## src/rtl/note_queue.sv

```systemverilog
// Note lookahead queue: holds upcoming notes in a small FIFO, tracks the
// past/current note, and publishes a frame-stable {past, current, future}
// snapshot to the display stage at each vsync falling edge.
module note_queue #(
    parameter int unsigned DEPTH = 4
) (
    input  logic                      clk,
    input  logic                      reset,
    input  logic                      note_valid,
    input  logic [5:0]                note_in,
    input  logic                      note_advance,
    input  logic                      vsync,
    output logic [17:0]               buffer,
    output logic [$clog2(DEPTH):0]    count,
    output logic                      full,
    output logic                      overflow
);

    localparam int unsigned PW = $clog2(DEPTH);
    localparam int unsigned CW = PW + 1;
    localparam int unsigned NW = 6;

    logic [NW-1:0] mem_q [DEPTH];

    logic [NW-1:0] past_q,     past_d;
    logic [NW-1:0] current_q,  current_d;
    logic [PW-1:0] rd_ptr_q,   rd_ptr_d;
    logic [PW-1:0] wr_ptr_q,   wr_ptr_d;
    logic [CW-1:0] count_q,    count_d;
    logic          full_q,     full_d;
    logic          overflow_q, overflow_d;
    logic          vsync_dly_q, vsync_dly_d;
    logic [17:0]   buffer_q,   buffer_d;

    logic          push;
    logic          pop;
    logic          frame_edge;
    logic [NW-1:0] future;

    // A full queue still accepts a note when the same cycle pops one.
    assign push       = note_valid && ((count_q != CW'(DEPTH)) || note_advance);
    assign pop        = note_advance && (count_q != '0);
    assign future     = (count_q != '0) ? mem_q[rd_ptr_q] : '0;
    assign frame_edge = vsync_dly_q && !vsync;

    // Next-state computation for pointers, counters, note registers and snapshot.
    always_comb begin
        past_d      = past_q;
        current_d   = current_q;
        rd_ptr_d    = rd_ptr_q;
        wr_ptr_d    = wr_ptr_q;
        count_d     = count_q;
        overflow_d  = overflow_q;
        vsync_dly_d = vsync;
        buffer_d    = buffer_q;

        if (note_advance) begin
            past_d    = current_q;
            current_d = future;
        end
        if (push) begin
            wr_ptr_d = wr_ptr_q + PW'(1);
        end
        if (pop) begin
            rd_ptr_d = rd_ptr_q + PW'(1);
        end
        count_d = count_q + CW'(push) - CW'(pop);
        full_d  = (count_d == CW'(DEPTH));
        if (note_valid && !push) begin
            overflow_d = 1'b1;
        end
        if (frame_edge) begin
            buffer_d = {past_q, current_q, future};
        end
    end

    // State registers with synchronous reset.
    always_ff @(posedge clk) begin
        if (reset) begin
            past_q      <= '0;
            current_q   <= '0;
            rd_ptr_q    <= '0;
            wr_ptr_q    <= '0;
            count_q     <= '0;
            full_q      <= 1'b0;
            overflow_q  <= 1'b0;
            vsync_dly_q <= 1'b0;
            buffer_q    <= '0;
        end else begin
            past_q      <= past_d;
            current_q   <= current_d;
            rd_ptr_q    <= rd_ptr_d;
            wr_ptr_q    <= wr_ptr_d;
            count_q     <= count_d;
            full_q      <= full_d;
            overflow_q  <= overflow_d;
            vsync_dly_q <= vsync_dly_d;
            buffer_q    <= buffer_d;
        end
    end

    // FIFO storage; contents are unreachable after reset since count is 0.
    always_ff @(posedge clk) begin
        if (!reset && push) begin
            mem_q[wr_ptr_q] <= note_in;
        end
    end

    assign buffer   = buffer_q;
    assign count    = count_q;
    assign full     = full_q;
    assign overflow = overflow_q;

endmodule

```

## config.mk

```make
export PLATFORM = sky130hd
export DESIGN_NAME = note_queue
export DESIGN_NICKNAME = d
export VERILOG_FILES = /design/src/rtl/note_queue.sv
export SDC_FILE = /design/constraint.sdc
export NUM_CORES = 1
export LEC_CHECK = 0
export BUFFER_PORTS_ARGS = -buffer_cell sky130_fd_sc_hd__buf_2
export CELL_PAD_IN_SITES_DETAIL_PLACEMENT = 1
export CELL_PAD_IN_SITES_GLOBAL_PLACEMENT = 1
export CORE_UTILIZATION = 40
export CTS_CLUSTER_DIAMETER = 200
export CTS_CLUSTER_SIZE = 20
export DETAILED_ROUTE_END_ITERATION = 10
export PLACE_DENSITY = 0.73
export SYNTH_ARGS = -nofsm -noshare
export SYNTH_HDL_FRONTEND = slang
export SYNTH_SLANG_ARGS = --single-unit
```

## constraint.sdc

```tcl
create_clock -name clk -period 2.6 [get_ports clk]
set_clock_uncertainty 0.05 [all_clocks]
set_input_delay 0.13 -clock clk [delete_from_list [all_inputs] [get_ports clk]]
set_output_delay 0.13 -clock clk [all_outputs]
set_load 0.05 [all_outputs]
```

==> flow_summary.toml <==
[outcome]
status = "complete, no violations"

[logic_synthesis]
netlist_area_mm2 = 0.002462
syn_inst = 196
synth_nets = 214
ys.flop_type = "dfxtp_1"
yosysUniqueCellTypes = 31
synth_edf_count = 24
async_flop_share_pct = 0
yosysSeqAreaShare_pct = 63.41
synth.avg_cell_area_um2 = 12.56
ys_seq_elements = 66
ys_warn_count = 0

[critical_path]
path_buf_inv = 1
crit_path_end_kind = "flop"
crit_required_ns = 2.76
critical_path.startpoint_type = "flop"
path_cells = "or4b_4 -> nand2_1 -> ha_1 -> inv_1 -> ha_1 -> fa_1 -> xnor2_1 -> xnor2_1 -> nor4_1"
worstPathMaxFanout = 6
critPathKind = "reg2reg"
slowest_stage = "or4b_4"
cp.arrival_ns = 2.53
crit_family = "simple AND/OR/NAND/NOR gates"
max_stage_delay_ns = 0.56

[power_and_ir_drop]
p_int_w = 0.001844
p_leak_nw = 1.204
irDropWorstVdd_mv = 0.3450
seqPwrFrac_pct = 47.8
p_sw_w = 0.0008172
pwr-share-comb_pct = 21.2
report.power.total_w = 0.002661
clkPwrFrac_pct = 31.0
pwr_density_cell_mw_per_mm2 = 892.8
p_sw_share_pct = 30.71

[floorplan]
std_cell_rows = 28
core_mm2 = 0.005921
pin_count = 34
die-area_mm2 = 0.006474
fp.dieH_um = 80.46
fp.dieW_um = 80.46
start_util_pct = 41.59

[global_routing]
grt_pass1_vias = 1569
gr-usage-all-layers_pct = 16.15
grt_max_degree = 27
antenna_found_initial = 0
grt.overflow.total = 0
grt_pass1_wl_mm = 7.679

[clock_network]
clk_latency_ns = 0.33
cts_buffer_depth = 2
h-tree-depth = 3
cts_tree = "done"
postCtsSetupBuffers = 0
ctsRootBufferMaster = "clkbuf_8"
numCtsBuffers = 9
clk_pin_slew_ns = 0.07
clkSinkCount = 66

[drt]
vias = 1591
first_pass_iters = 4
route.detailed.drc = 0
viasPerCell = 4.926
wl_mm = 4.716
drt_iter0_markers = 59
routedWlPerCell_um = 14.60
drtAntennaViolNets = 0

[timing]
fin_crit_sh_pct = 91.38
max_slew_margin_pct = 65.84
slew_violations = 0
fmax_ghz = 0.4209
worst_pin_slew_ns = 0.5123
setup_ws_ns = 0.2240
fin_setup_tns_ns = 0
rsz0062_at_grt = "no"
hold_viol_final = 0
setup-violations-final = 0
final.min_clock_period_ns = 2.376

[finish]
n_antenna_cell = 0
layout-drive-gt1-share_pct = 25.40
nets = 261
layout_commonest_cell = "dfxtp_1"
layout_common_cells = "dfxtp_1, buf_2, nand2_1"
instances_no_fill = 323
finalInstanceArea_mm2 = 0.002980
area_delta_synth_final_pct = 21.04

[placed_design]
placed_cells = 300
io_buffers = 33
hpwlAfterDp_mm = 3.331
pre_cts_slack_ns = 0.1855
place.gp.congestion = 0.7058
dpl_cell_area_mm2 = 0.002713

[job]
drv_cap = 0

[min_path]
worstHoldPathType = "in2reg"
## path summary, 6_finish.rpt
| path | slack, ns | endpoint | cells past startpoint | startpoint |
|---|---|---|---|---|
| worst max-delay path | 0.22 | full | 9 | count[1] |
| worst min-delay path | 0.06 | overflow | 3 | note_valid |
| worst max register to register | 0.22 | full | 9 | count[1] |
| worst min register to register | 0.40 | buffer[17] | 2 | past_q[5] |
## logic make-up (layout without fill, tap and decap cells)
group                      count (synthesis)  after routing  synth area share [%]
AOI/OAI and AO/OA                         31             31                 8.282
muxes                                     12             12                 7.927
and+or+nand+nor                           61             61                 12.40
xor gates and xnor gates                   4              4                 1.423
buffers and inverters                     15             67                 2.693
DFF                                       66             66                 63.41
adders and majority gates                  7              7                 3.862
## layer usage
layer	track usage, %	wire, um	vias up
li1	-	-	785
met2	25.08	2293	29
met4	8.036	33	0
met5	0	0	-
met3	3.864	180	4
met1	20.95	2209	773
## layout make-up
type	instances	area, um2
inverters	7	26.28
multi-input cells	115	838.3
clock buffers	9	123.9
well taps	75	93.84
flip-flops and latches	66	1563
clock inverters	7	70.07
fillers	638	2940
repair buffers	44	265.3
## synthesized netlist by cell type (all sizes together) (2+ instances only)
cell,instances,share of area [%]
mux4,6,5.5
nor2b,4,1.0
a21oi,15,3.0
nor3,3,0.81
nand3,2,0.41
a21o,6,1.8
inv,7,1.1
nor2,13,2.0
nor3b,6,1.8
ha,6,3.0
mux2i,6,2.4
a22o,6,2.1
edfxtp,24,29
xnor2,2,0.71
nand2,25,3.8
dfxtp,42,34
clkbuf,3,0.46
xor2,2,0.71
buf,5,1.2
and2,4,1.0
o21ai,2,0.41
## tightest hold or removal path: stages
cell and delay, ns:
buf_2 0.13, a21oi_1 0.07, nor2_1 0.07
## what timing repair did
action | in CTS | in global routing
hold buffers | 7 | 0
hold endpoints to repair | 25 | 0
resized for setup | 0 | 1
endpoints found under the setup margin | 0 | 1
## flip-flops by register name, summed over array words and instances (netlist names), named ones only
| register | cells |
|---|---|
| full | 1 |
| wr_ptr_q | 2 |
| current_q | 6 |
| mem_q | 24 |
| buffer | 18 |
| rd_ptr_q | 2 |
| vsync_dly_q | 1 |
| count | 3 |
| overflow | 1 |
| past_q | 6 |
## power groups by stage
stage	registers [W]	logic (W)	clock network [W]
after detailed placement	0.00129	0.000560	0
after global routing	0.00129	0.000623	0.000892
after floorplan	0.00138	0.000326	0
after CTS	0.00127	0.000572	0.000853
after global placement	0.00129	0.000538	0
final	0.00127	0.000564	0.000825
## stage by stage
step	hold slack, ns	util [%]
global route	0.07887	50.34
finish	0.06436	50.34
global placement	0.2975	45.82
floorplan	0.1789	-
detailed placement	0.3077	45.82
CTS	0.05318	50.27
(Power assumes the default switching activity.)
